==> src/rtl/cmd_interp_if.sv <==
// cmd_interp_if: token pulses in, operands and ALU handshake out of the command interpreter.
interface cmd_interp_if;
   logic        got_dig;
   logic        got_op;
   logic        got_eq;
   logic        got_esc;
   logic [7:0]  data;
   logic        calc_done;
   logic [13:0] op_a;
   logic [13:0] op_b;
   logic [1:0]  op_code;
   logic        calc_start;
   logic        busy;
   logic        err;
   logic [2:0]  state;
   modport master (
      output got_dig, got_op, got_eq, got_esc, data, calc_done,
      input  op_a, op_b, op_code, calc_start, busy, err, state
   );
   modport slave (
      input  got_dig, got_op, got_eq, got_esc, data, calc_done,
      output op_a, op_b, op_code, calc_start, busy, err, state
   );
endinterface

==> src/rtl/cmd_interp_fsm.sv <==
// cmd_interp_fsm: turns "<digits><op><digits>=" keystrokes into two binary operands and an ALU launch.
module cmd_interp_fsm #(
   parameter int TMO = 255
) (
   input logic         clk,
   input logic         rst,
   cmd_interp_if.slave bus
);
   typedef enum logic [2:0] {
      IDLE  = 3'd0,
      GET_A = 3'd1,
      OP    = 3'd2,
      GET_B = 3'd3,
      CALC  = 3'd4,
      WAIT  = 3'd5,
      ERR   = 3'd6
   } state_t;
   state_t      st, st_nx;
   logic [13:0] a, a_nx, b, b_nx, dig;
   logic [1:0]  oc, oc_nx, oc_dec;
   logic [2:0]  ca, ca_nx, cb, cb_nx;
   logic [7:0]  tc, tc_nx;
   logic        esc;
   assign dig    = {10'd0, bus.data[3:0]};
   assign oc_dec = bus.data == 8'h2D ? 2'b01 : bus.data == 8'h2A ? 2'b10 : bus.data == 8'h2F ? 2'b11 : 2'b00;
   // ESC is deliberately deaf while the ALU owns the operands
   assign esc    = bus.got_esc && st != CALC && st != WAIT;
   always_ff @(posedge clk or negedge rst)
      if (!rst) begin
         st <= IDLE;
         a  <= '0;
         b  <= '0;
         oc <= '0;
         ca <= '0;
         cb <= '0;
         tc <= '0;
      end else begin
         st <= st_nx;
         a  <= a_nx;
         b  <= b_nx;
         oc <= oc_nx;
         ca <= ca_nx;
         cb <= cb_nx;
         tc <= tc_nx;
      end
   always_comb begin
      st_nx = st;
      a_nx  = a;
      b_nx  = b;
      oc_nx = oc;
      ca_nx = ca;
      cb_nx = cb;
      tc_nx = tc;
      if (esc) begin
         st_nx = IDLE;
         a_nx  = '0;
         b_nx  = '0;
         oc_nx = '0;
         ca_nx = '0;
         cb_nx = '0;
      end else
         case (st)
            IDLE:
               if (!bus.got_eq && !bus.got_op && bus.got_dig) begin
                  a_nx  = dig;
                  ca_nx = 3'd1;
                  st_nx = GET_A;
               end
            GET_A:
               if (!bus.got_eq) begin
                  if (bus.got_op) begin
                     oc_nx = oc_dec;
                     b_nx  = '0;
                     cb_nx = '0;
                     st_nx = OP;
                  end else if (bus.got_dig && ca < 3'd4) begin
                     a_nx  = a * 14'd10 + dig;
                     ca_nx = ca + 3'd1;
                  end
               end
            OP:
               if (!bus.got_eq) begin
                  if (bus.got_op) oc_nx = oc_dec;
                  else if (bus.got_dig) begin
                     b_nx  = dig;
                     cb_nx = 3'd1;
                     st_nx = GET_B;
                  end
               end
            GET_B:
               if (bus.got_eq) st_nx = (oc == 2'b11 && b == '0) ? ERR : CALC;
               else if (!bus.got_op && bus.got_dig && cb < 3'd4) begin
                  b_nx  = b * 14'd10 + dig;
                  cb_nx = cb + 3'd1;
               end
            CALC: begin
               st_nx = WAIT;
               tc_nx = '0;
            end
            // calc_done wins over a timeout landing in the same cycle
            WAIT:
               if (bus.calc_done) st_nx = IDLE;
               else if (tc == 8'(TMO - 1)) st_nx = ERR;
               else tc_nx = tc + 8'd1;
            ERR:     st_nx = ERR;
            default: st_nx = IDLE;
         endcase
   end
   assign bus.op_a       = a;
   assign bus.op_b       = b;
   assign bus.op_code    = oc;
   assign bus.calc_start = st == CALC;
   assign bus.busy       = st == CALC || st == WAIT;
   assign bus.err        = st == ERR;
   assign bus.state      = st;
endmodule

==> src/flat_wrapper.sv <==
// flat-port wrapper written by rule: the top's interface ports become plain ports
module cmd_interp_fsm_flat 
#(
   parameter int TMO = 255
)
  (clk, rst, bus_got_dig, bus_got_op, bus_got_eq, bus_got_esc, bus_data, bus_calc_done, bus_op_a, bus_op_b, bus_op_code, bus_calc_start, bus_busy, bus_err, bus_state);
  cmd_interp_if bus_i ();
  input logic clk;
  input logic rst;
  input wire logic [$bits(bus_i.got_dig)-1:0] bus_got_dig;
  input wire logic [$bits(bus_i.got_op)-1:0] bus_got_op;
  input wire logic [$bits(bus_i.got_eq)-1:0] bus_got_eq;
  input wire logic [$bits(bus_i.got_esc)-1:0] bus_got_esc;
  input wire logic [$bits(bus_i.data)-1:0] bus_data;
  input wire logic [$bits(bus_i.calc_done)-1:0] bus_calc_done;
  output wire logic [$bits(bus_i.op_a)-1:0] bus_op_a;
  output wire logic [$bits(bus_i.op_b)-1:0] bus_op_b;
  output wire logic [$bits(bus_i.op_code)-1:0] bus_op_code;
  output wire logic [$bits(bus_i.calc_start)-1:0] bus_calc_start;
  output wire logic [$bits(bus_i.busy)-1:0] bus_busy;
  output wire logic [$bits(bus_i.err)-1:0] bus_err;
  output wire logic [$bits(bus_i.state)-1:0] bus_state;
  assign bus_i.got_dig = bus_got_dig;
  assign bus_i.got_op = bus_got_op;
  assign bus_i.got_eq = bus_got_eq;
  assign bus_i.got_esc = bus_got_esc;
  assign bus_i.data = bus_data;
  assign bus_i.calc_done = bus_calc_done;
  assign bus_op_a = bus_i.op_a;
  assign bus_op_b = bus_i.op_b;
  assign bus_op_code = bus_i.op_code;
  assign bus_calc_start = bus_i.calc_start;
  assign bus_busy = bus_i.busy;
  assign bus_err = bus_i.err;
  assign bus_state = bus_i.state;
  cmd_interp_fsm #(.TMO(TMO)) u_core (.clk(clk), .rst(rst), .bus(bus_i));
endmodule
==> config.mk <==
export PLATFORM = sky130hd
export DESIGN_NAME = cmd_interp_fsm_flat
export DESIGN_NICKNAME = d
export VERILOG_FILES = /design/src/rtl/cmd_interp_if.sv /design/src/rtl/cmd_interp_fsm.sv /design/src/flat_wrapper.sv
export SDC_FILE = /design/constraint.sdc
export NUM_CORES = 1
export LEC_CHECK = 0
export ABC_CLOCK_PERIOD_IN_PS = 5600
export BUFFER_PORTS_ARGS = -buffer_cell sky130_fd_sc_hd__buf_2
export CAP_MARGIN = 10
export CORE_MARGIN = 5
export CORE_UTILIZATION = 58
export DETAILED_ROUTE_END_ITERATION = 12
export PLACE_DENSITY = 0.81
export SYNTH_ARGS = -nofsm -noshare
export SYNTH_HDL_FRONTEND = slang
export SYNTH_SLANG_ARGS = --single-unit
export TNS_END_PERCENT = 10
==> constraint.sdc <==
create_clock -name clk -period 5.6 [get_ports clk]
set_input_delay 0.56 -clock clk [delete_from_list [all_inputs] [get_ports clk]]
set_output_delay 0.56 -clock clk [all_outputs]
set_load 0.01 [all_outputs]
==> summary.txt <==
Flow run
  • Max-capacitance violation count: 0

Timing
  • Final Max Slew Viols: 0
  • Setup TNS: 0 ps
  • Worst-margin pin slew: 800 ps
  • Skew final: 3.04 ps
  • Final hold slack: 321 ps
  • Final Hold Fails: 0
  • RSZ-0062 raised after global routing: no
  • Achievable frequency: 0.334 GHz
  • Final setup vio count: 0
  • Final Worst Setup Slack: 2600 ps
  • Period minus WS final: 3000 ps
  • Tcrit/Tclk final: 53.5%
  • Max-slew headroom: 46.3%

Clock network
  • CTS H-tree depth: 2
  • Setup bufs post-CTS: 0
  • Clock sink total: 47
  • Clk slew on worst S/H paths: 90 ps
  • CTS-repair resized insts: 0
  • Post-cts hold buffer count: 0
  • Root Buffer: clkbuf_8
  • CTS tree: done
  • CTS max path bufs: 2
  • Clock latency on the worst-skew pair: 310 ps
  • Number of buffers created by CTS: 5

Global route
  • Number of global-route vias before repair: 3236
  • Initial antenna violation count: 0
  • First-pass GRT wire length: 15.2 mm
  • Remaining global-route overflow: 0
  • Global-route usage over all layers: 21.9%
  • Largest net degree at the start of global routing: 48

Yosys
  • Synthesis-stage register bit count: 47
  • Post-synth ARST share: 100%
  • Cells after Synth: 435
  • Synth warn: 0
  • Post-synth EDFFs: 0
  • Sequential fraction of the synthesis area: 30.4%
  • Mean Syn Cell Area: 8.89 sq um
  • Post-synthesis instance area: 3870 sq um
  • Post-synth top flop: dfrtp_1
  • Count of different cell masters after synthesis: 58
  • Syn nets: 502

Floorplanning
  • Num ports: 51
  • Row count: 29
  • Core area: 6420 sq um
  • Die extent in y: 91.7 microns
  • DIE WIDTH: 91.7 microns
  • Starting Density: 60.2%
  • Die area: 8400 sq um

Final layout
  • Final core area utilization: 66.7%
  • Fill count: 530
  • Area Growth Syn to Fin: 10.8%
  • Share of post-route cells with drive strength above 1: 15.6%
  • N_diodes: 0
  • Final nets: 547

Placed design
  • RD Place Congestion: 0.860
  • Port bufs: 50
  • Pre-CTS setup slack: 2620 ps
  • Post-DP HPWL: 6.83 mm

Critical path
  • Reg2reg start: u_core.bus.op_a[1]$_DFFE_PN0P_
  • Worst Setup SP: u_core.bus.op_a[1]$_DFFE_PN0P_
  • R2r worst-path depth: 10
  • Critical path arrival: 3200 ps
  • CP Class: reg -> reg
  • Crit path to: u_core.bus.op_a[13]$_DFFE_PN0P_
  • R2R setup slack: 2600 ps
  • Required time worst endpoint: 5800 ps
  • Worst r2r dst: u_core.bus.op_a[13]$_DFFE_PN0P_
  • Worst setup SP type: register
  • Crit Path Max Fanout: 4
  • Critical Path End Type: register

Drt
  • Wire per inst: 15.8 microns
  • WL met2: 4.04 mm
  • Drc violations: 0
  • Met3 routed WL: 596 microns
  • Drt via density: 6.09
  • Routed vias: 3401
  • Post-Route M1 WL: 4.09 mm
  • DR top layer: met4
  • WL final: 8.84 mm
  • Iteration-0 DRC Markers: 197
  • Pre-antenna DRT Iters: 5
  • Post-route ant nets: 0

Pwr
  • Pwr dens: 301 nW/um^2
  • Leakage: 2.16 nW
  • Peak VDD IR: 0.000146 V

Min path
  • Worst hold-check path type: in -> async

Status
  • Outcome: finished, final reports clean
-- critical path: stages (launching register included) --
cell and delay, ps:
dfrtp_1 430, ha_1 310, ha_1 240, fa_1 430, a211oi_2 340, nor2_1 100
xor2_1 270, nand3_1 210, nor4_2 340, xnor2_1 160, o21ai_1 70
-- where the power goes --
part / internal [mW] / switching [mW]
Sequential: 0.381 / 0.0736
Combinational: 0.233 / 0.340
Clock: 0.135 / 0.127
-- kinds of logic (layout without fill, tap and decap cells) --
family | after synthesis | in the layout | share of synthesized area, %
xor gates and xnor gates | 42 | 42 | 9.51
adders and majority gates | 52 | 52 | 17.6
muxes | 6 | 6 | 1.59
buffers and inverters | 26 | 72 | 2.59
AOI/OAI and AO/OA | 104 | 104 | 17.3
and+or+nand+nor | 158 | 158 | 21.0
DFF | 47 | 47 | 30.4
-- state kept, by name, summed over array words and instances, names as in the netlist --
signal	count
u_core.bus.op_b	14
u_core.cb	3
u_core.bus.op_a	14
u_core.tc	8
u_core.bus.state	3
u_core.ca	3
u_core.bus.op_code	2
-- synth_stat cells (3+ instances only) --
library cell	n	share of area [%]
a21oi_1	24	3.1
nand3_1	9	1.2
xor2_1	19	4.3
inv_1	13	1.3
fa_1	4	2.1
and3_1	5	0.81
nor3_1	6	0.78
and2_1	4	0.65
nor4_2	3	0.97
ha_1	48	16
nor2_1	32	3.1
nand2b_1	7	1.1
o21ai_1	4	0.52
xnor2_1	23	5.2
nor2b_1	6	0.97
clkbuf_1	10	0.97
o211ai_1	3	0.58
or3_1	6	0.97
nand4_1	6	0.97
nand2_1	55	5.3
o21ai_0	32	4.1
o31ai_1	9	1.7
mux2i_1	5	1.3
a21o_1	6	1.2
dfrtp_1	47	30
nor4_1	6	0.97
-- per-layer routing --
layer,vias to the layer above,GRT usage (%)
li1,1661,-
met2,114,34.3
met1,1614,31.3
met3,12,3.44
met4,0,6.28
met5,-,0
-- area by class of cell --
class | count | area [sq um] | share of cell area (%)
sequential | 47 | 1180 | 27.4
inverter | 13 | 48.8 | 1.14
clock inverter | 3 | 47.5 | 1.11
tap | 77 | 96.3 | 2.25
clock buffer | 5 | 68.8 | 1.61
timing repair buffer | 51 | 258 | 6.01
multi-input combinational | 362 | 2590 | 60.4
-- metrics by stage --
| step | instances | area [sq um] | total power [mW] |
|---|---|---|---|
| after floorplan | 435 | 3870 | 0.876 |
| after global placement | 550 | 4170 | 1.01 |
| after detailed placement | 550 | 4170 | 1.02 |
| after CTS | 558 | 4290 | 1.29 |
| after global routing | 558 | 4290 | 1.39 |
| final | 558 | 4290 | 1.29 |
-- placed cells by master (no fill, tap or decap), drive strengths merged, types with 3 or more instances in the layout --
| master | count |
|---|---|
| a211oi | 4 |
| a21o | 6 |
| a21oi | 24 |
| and2 | 4 |
| and3 | 5 |
| buf | 51 |
| clkbuf | 5 |
| dfrtp | 47 |
| fa | 4 |
| ha | 48 |
| inv | 14 |
| mux2i | 5 |
| nand2 | 56 |
| nand2b | 7 |
| nand3 | 10 |
| nand4 | 8 |
| nor2 | 32 |
| nor2b | 6 |
| nor3 | 7 |
| nor3b | 3 |
| nor4 | 9 |
| o211ai | 3 |
| o21ai | 36 |
| o31ai | 9 |
| or3 | 6 |
| xnor2 | 23 |
| xor2 | 19 |
-- worst min-delay path by stage --
stage	startpoint	cells past startpoint	slack, ps	to
2_1_floorplan	rst	0	260	u_core.bus.op_a[0]$_DFFE_PN0P_
3_3_place_gp	u_core.cb[1]$_DFFE_PN0P_	2	470	u_core.cb[1]$_DFFE_PN0P_
3_5_place_dp	u_core.ca[1]$_DFFE_PN0P_	2	480	u_core.ca[1]$_DFFE_PN0P_
4_1_cts	rst	2	350	u_core.bus.op_a[9]$_DFFE_PN0P_
5_1_grt	rst	2	380	u_core.bus.op_a[12]$_DFFE_PN0P_
6_report	rst	2	320	u_core.bus.op_a[10]$_DFFE_PN0P_
No activity file was read; power rests on OpenSTA's default activity.
